==> src/rtl/seq_detector_param.sv <==
// Serial bit-sequence detector with a run-time programmable pattern of
// 1..MAX_LEN bits, overlapping or non-overlapping detection, a registered
// one-cycle match flag and a saturating match counter.
module seq_detector_param #(
  parameter int MAX_LEN = 8,   // maximum pattern length in bits (2..16)
  parameter int LEN_W   = 5,   // width of length fields, must hold MAX_LEN
  parameter int CNT_W   = 8    // width of the match counter
) (
  input  logic               clk,
  input  logic               rst,          // asynchronous, active-low
  input  logic               k,
  input  logic               k_valid,
  input  logic               cfg_load,
  input  logic [MAX_LEN-1:0] cfg_pattern,
  input  logic [LEN_W-1:0]   cfg_len,
  input  logic               cfg_overlap,
  input  logic               cnt_clr,
  output logic               z,
  output logic [CNT_W-1:0]   match_cnt,
  output logic [LEN_W-1:0]   fill
);

  localparam logic [LEN_W-1:0] LP_MAX_LEN = LEN_W'(MAX_LEN);
  localparam logic [CNT_W-1:0] LP_CNT_MAX = '1;

  // Latched configuration
  logic [MAX_LEN-1:0] r_pattern;
  logic [LEN_W-1:0]   r_len;
  logic               r_overlap;

  // Detection state
  logic [MAX_LEN-1:0] r_hist;
  logic [LEN_W-1:0]   r_fill;
  logic               r_z;
  logic [CNT_W-1:0]   r_cnt;

  // Next-state helpers
  logic [MAX_LEN-1:0] w_hist_next;
  logic [LEN_W-1:0]   w_fill_next;
  logic [MAX_LEN-1:0] w_mask;
  logic               w_hit;
  logic [LEN_W-1:0]   w_len_clamped;

  // Shift in the new bit, compare the youngest len bits against the pattern.
  always_comb begin
    // NOTE: every always_comb output gets a default first so that no path
    // leaves it unassigned, which would otherwise infer a latch.
    w_hist_next   = {r_hist[MAX_LEN-2:0], k};
    w_fill_next   = (r_fill >= LP_MAX_LEN) ? LP_MAX_LEN : r_fill + LEN_W'(1);
    w_mask        = '0;
    for (int i = 0; i < MAX_LEN; i++) begin
      // Pattern bits at or above len are don't-care.
      w_mask[i] = (i < int'(r_len));
    end
    w_hit         = (r_len != '0) &&
                    (w_fill_next >= r_len) &&
                    (((w_hist_next ^ r_pattern) & w_mask) == '0);
    w_len_clamped = (cfg_len > LP_MAX_LEN) ? LP_MAX_LEN : cfg_len;
  end

  // Config latch, history/fill tracking, registered match flag and counter.
  always_ff @(posedge clk or negedge rst) begin
    // NOTE: sequential state uses non-blocking assignments only, so every
    // flop samples the pre-edge value of its neighbours.
    if (!rst) begin
      // The config registers are plain flops (no memory array), so they
      // are reset like the rest of the state: len=0 keeps matching off.
      r_pattern <= '0;
      r_len     <= '0;
      r_overlap <= 1'b1;
      r_hist    <= '0;
      r_fill    <= '0;
      r_z       <= 1'b0;
      r_cnt     <= '0;
    end else if (cfg_load) begin
      // A new config restarts detection; the bit in this cycle is dropped.
      r_pattern <= cfg_pattern;
      r_len     <= w_len_clamped;
      r_overlap <= cfg_overlap;
      r_hist    <= '0;
      r_fill    <= '0;
      r_z       <= 1'b0;
      r_cnt     <= '0;
    end else begin
      if (k_valid) begin
        r_hist <= w_hist_next;
        // Non-overlapping mode forgets the bits that formed the match.
        r_fill <= (w_hit && !r_overlap) ? '0 : w_fill_next;
        r_z    <= w_hit;
      end else begin
        r_z    <= 1'b0;
      end

      // Clear wins over a coincident hit; otherwise count up to saturation.
      if (cnt_clr) begin
        r_cnt <= '0;
      end else if (k_valid && w_hit && (r_cnt != LP_CNT_MAX)) begin
        r_cnt <= r_cnt + CNT_W'(1);
      end
    end
  end

  assign z         = r_z;
  assign match_cnt = r_cnt;
  assign fill      = r_fill;

endmodule
==> config.mk <==
export PLATFORM = sky130hd
export DESIGN_NAME = seq_detector_param
export DESIGN_NICKNAME = d
export VERILOG_FILES = /design/src/rtl/seq_detector_param.sv
export SDC_FILE = /design/constraint.sdc
export NUM_CORES = 1
export LEC_CHECK = 0
export ABC_AREA = 1
export CAP_MARGIN = 20
export CORE_MARGIN = 2
export CORE_UTILIZATION = 40
export DETAILED_ROUTE_END_ITERATION = 8
export PLACE_DENSITY_LB_ADDON = 0.2
export REMOVE_ABC_BUFFERS = 1
export SYNTH_ARGS = -nofsm -noshare
export SYNTH_HDL_FRONTEND = slang
export SYNTH_SLANG_ARGS = --single-unit
==> constraint.sdc <==
create_clock -name clk -period 5.37 [get_ports clk]
set_input_delay 1.611 -clock clk [delete_from_list [all_inputs] [get_ports clk]]
set_output_delay 1.611 -clock clk [all_outputs]
set_load 0.05 [all_outputs]
Yosys cells after proc, flatten, opt, wreduce, memory -nomap -nowiden
Index checks and enable logic that the tools add are counted.

$add $sub $neg: 2. Order comparisons: 11. Eq/ne operators: 1. Mux-type cells: 12. Bitwise operators: 2. Reductions and logical operators: 10.

Operators by type and width (count): $mux W5 (5); $mux W8 (3); $lt A3 B5 Y1 const A (4); $mux W7 (2); $lt A1 B5 Y1 const A (2); $lt A2 B5 Y1 const A (2); $add A8 B1 Y8 const B (1); $and A8 B8 Y8 (1); $logic_not A8 Y1 (1); $ne A8 B8 Y1 const B (1); $xor A8 B8 Y8 (1); $add A5 B1 Y5 const B (1); $ge A5 B4 Y1 const B (1); $ge A5 B5 Y1 (1); $gt A5 B4 Y1 const B (1); $logic_and A1 B1 Y1 (5); $reduce_bool A5 Y1 (1); $reduce_bool A3 Y1 (1); $mux W1 (2); $reduce_bool A2 Y1 (1); $logic_not A1 Y1 (1).

Register bits after elaboration: 35. Output and inout port bits: 14. Logic and storage cells: 45.

Logic depth before layout (Yosys ltp)
Depth in word-level cells: 10. Mapped depth: 15. Depth with buffers taken out: 15.

Worst setup path before layout
No wires, ideal clock.

Path kind: input port to flip-flop. From: in cfg_load. To: reg r_cnt[3] (netlist: match_cnt[3]). Arrival time: 2.451 ns. Required time: 5.303 ns. Slack: 2.852 ns. Stages on the path: 7. Path buffers: 2. Cells stage by stage: clkbuf_1 nor2_1 buf_2 inv_1 nor2_1 nand2_1 nand2_1.

Cells in the longest elaborated chain, start to end: 1. Elaborated cells on any way between the ends: 2. Classes of those cells: mux (1); reduce/logical (1).

Ends and longest elaborated chain: from (decl) (RTL line 13) `input logic cfg_load,`; $reduce_bool A3 Y1 (no line) or $mux W8 (tied branches); to (signal assigned) (RTL line 98) `r_cnt <= r_cnt + CNT_W'(1);`; to (decl) (RTL line 35) `logic [CNT_W-1:0] r_cnt;`.

Parallel ways exist; a longest one is shown, timed or not. A chain may end at the register's enable or synchronous reset.

Final worst setup path
From: reg r_cnt[5] (netlist: match_cnt[5]). To: out match_cnt[5].

RTL lines: to (decl) (RTL line 19) `output logic [CNT_W-1:0] match_cnt,`.

No word-level cell between the ends.

==> metrics.md <==
| Metric | Value |
|---|---|
| Layout Utilization | 51.87% |
| Final Net Count | 312 |
| Worst-Margin Slew | 0.7222 ns |
| Root buf cell | clkbuf_8 |
| Seq/Total Area, Yosys | 45.97% |
| Top Family by Delay on Critical Path | buffers and inverters |
| MaxCap Viol Count | 0 |
| Chip width | 73.07 um |
| Status | completed |
| Critical Path Start | match_cnt[5]$_DFFE_PN0P_ |
| Avg Cell Area, Syn | 7.694 um^2 |
| Clk sinks | 35 |
| Startpoint Class | register |
| Initial Util | 40.94% |
| DR WL/cell | 12.16 um |
| Yosys warns | 0 |
| First-pass GRT wire length | 7224 um |
| Largest net degree at the start of global routing | 36 |
| Final WL | 4134 um |
| TritonCTS clock tree | done |
| Final hold viol count | 0 |
| CTS max path bufs | 2 |
| Worst EP arrival | 1.57 ns |
| Worst vdd ir | 0.0001241 V |
| FF+latch count, synth | 35 |
| Leak pwr | 1.189 nW |
| Slowest Stage Delay on Critical Path | 0.84 ns |
| FF-to-FF Start | fill[1]$_DFFE_PN0P_ |
| # hold bufs at CTS | 0 |
| H-tree Lvls | 2 |
| CP max FO | 6 |
| Area added between synthesis and finish | 26.69% |
| Final ANT Viol Nets | 0 |
| Unrepaired setup endpoints after global routing | false |
| Most frequent cells in the layout | nand2_1 (81), dfrtp_1 (34), clkdlybuf4s50_1 (33), inv_1 (29) |
| Pwr Density | 258.9 nW/um^2 |
| Netlist cell types | 30 |
| Worst Min Path Start | r_overlap$_DFFE_PN1P_ |
| Vias per cell | 4.932 |
| Tcrit/Tclk final | 59.27% |
| Crit. End Element | primary output |
| Cell Rows | 25 |
| Final Setup Violations | 0 |
| Commonest non-fill, non-tap cell in the layout | nand2_1 |
| Slew Limit Fails | 0 |
| Initial DRC Count | 94 |
| Number of setup buffers added after CTS | 0 |
| Setup Skew | 0.008302 ns |
| Routability-driven placement congestion ratio | 0.8207 |
| Worst reg2reg setup slack | 3.24 ns |
| Crit Path Class | reg -> out |
| Chip height | 73.07 um |
| Slowest-stage cell, CP | clkdlybuf4s50_1 |
| WP data required | 3.76 ns |
| GRT Total Usage | 17.59% |
| Via count | 1677 |
| Fmax | 314.2 MHz |
| Minimum clock period | 3.183 ns |
| Initial antenna violation count | 0 |
| DR DRC count | 0 |
| Relative slew slack | 51.67% |
| Post-DP HPWL | 3120 um |
| Crit path cell chain | clkdlybuf4s50_1 |
| Pre-Repair DR Iteration Count | 4 |
| Core area | 4661 um^2 |
| Clk slew on worst S/H paths | 0.07 ns |
| TNS Setup | 0 ns |
| Resized Gates After CTS | 0 |
| Die area | 5338 um^2 |
| I/O pin cnt | 34 |
| Mapped cell area | 1908 um^2 |
| Vias in the first global route | 1610 |
| Worst hold path type | reg -> reg |
| Grt total ovfl | 0 |
| Worst path buffer plus inverter count | 1 |
| Ant diodes | 0 |
| Worst-skew pair later-pin latency | 0.29 ns |
| Cell count after synthesis | 248 |
| CTS buffer count | 5 |
| Port bufs | 33 |
| Layout cell share with drive strength beyond 1 | 6.643% |
==> per-stage QoR <==
step | cell area (um^2) | setup WS (ns) | power, mW | hold WS (ns) | std cells
2_1_floorplan | 1887 | 2.886 | 0.3429 | 0.4500 | 243
3_3_place_gp | 2300 | 1.940 | 0.3845 | 0.4638 | 332
3_5_place_dp | 2300 | 1.961 | 0.3857 | 0.4700 | 332
4_1_cts | 2417 | 2.176 | 0.6343 | 0.4906 | 340
5_1_grt | 2417 | 2.093 | 0.6611 | 0.5219 | 340
6_report | 2417 | 2.187 | 0.6259 | 0.4811 | 340
==> state kept, by name (all words and copies together), names as in the netlist <==
| name | flops |
|---|---|
| r_hist | 7 |
| r_overlap | 1 |
| match_cnt | 8 |
| fill | 5 |
| z | 1 |
| r_len | 5 |
| r_pattern | 8 |
==> cell families (layout without fill, tap and decap cells) <==
logic type      count (synthesis)  in the layout  synth area share [%]
buf+inv                        36             74                 7.213
other cells                     1              1                0.1965
compound gates                 25             25                 7.541
simple gates                  139            139                 32.20
fa+ha+maj                       7              7                 4.590
flops                          35             35                 45.97
xor+xnor                        5              5                 2.296
==> layer usage <==
metal	share of wire (%)	global-route usage (%)	up-vias
li1	-	-	864
met1	47	23.14	766
met2	47	27.93	42
met3	4.8	3.315	5
met4	1.6	8.025	0
met5	0	0	-
==> cell usage after synthesis, drive strengths merged <==
master	number	area [um^2]
nand2	83	321.6
dfrtp	34	850.8
inv	31	116.4
nor2	25	111.4
nand3	22	110.1
o21ai	11	55.05
ha	7	87.58
o22ai	7	43.79
a21oi	4	20.02
buf	3	13.76
nor4	3	18.77
xor2	3	26.28
clkbuf	2	7.510
nor3	2	10.01
nor3b	2	15.01
xnor2	2	17.52
a21o	1	7.510
a22o	1	8.760
and3	1	6.260
conb	1	3.750
dfstp	1	26.28
nand4	1	21.27
o41ai	1	8.760
==> final cells by class <==
cell class / instances / area [um^2]
Multi-Input combinational cell: 177 / 893.4
Clock buffer: 6 / 82.58
Sequential cell: 35 / 877.1
Timing Repair Buffer: 35 / 345.3
Inverter: 31 / 116.4
Clock inverter: 2 / 35.03
Fill cell: 450 / 2243
Tap cell: 54 / 67.56
==> worst paths after layout <==
check                                                 to  cells past startpoint
worst max-delay path                        match_cnt[5]                      1
worst min-delay path               r_overlap$_DFFE_PN1P_                      2
worst max register to register  match_cnt[5]$_DFFE_PN0P_                     13
worst min register to register     r_overlap$_DFFE_PN1P_                      2
max in group asynchronous          r_overlap$_DFFE_PN1P_                      2
min in group asynchronous           r_len[2]$_DFFE_PN0P_                      2
==> power by group <==
part | switching, mW | internal (mW) | total [mW]
Combinational | 0.0568 | 0.0378 | 0.0946
Sequential | 0.00944 | 0.275 | 0.285
Clock | 0.0963 | 0.150 | 0.246
Total | 0.163 | 0.463 | 0.626
Note: power is estimated with default switching activity, not from simulation.
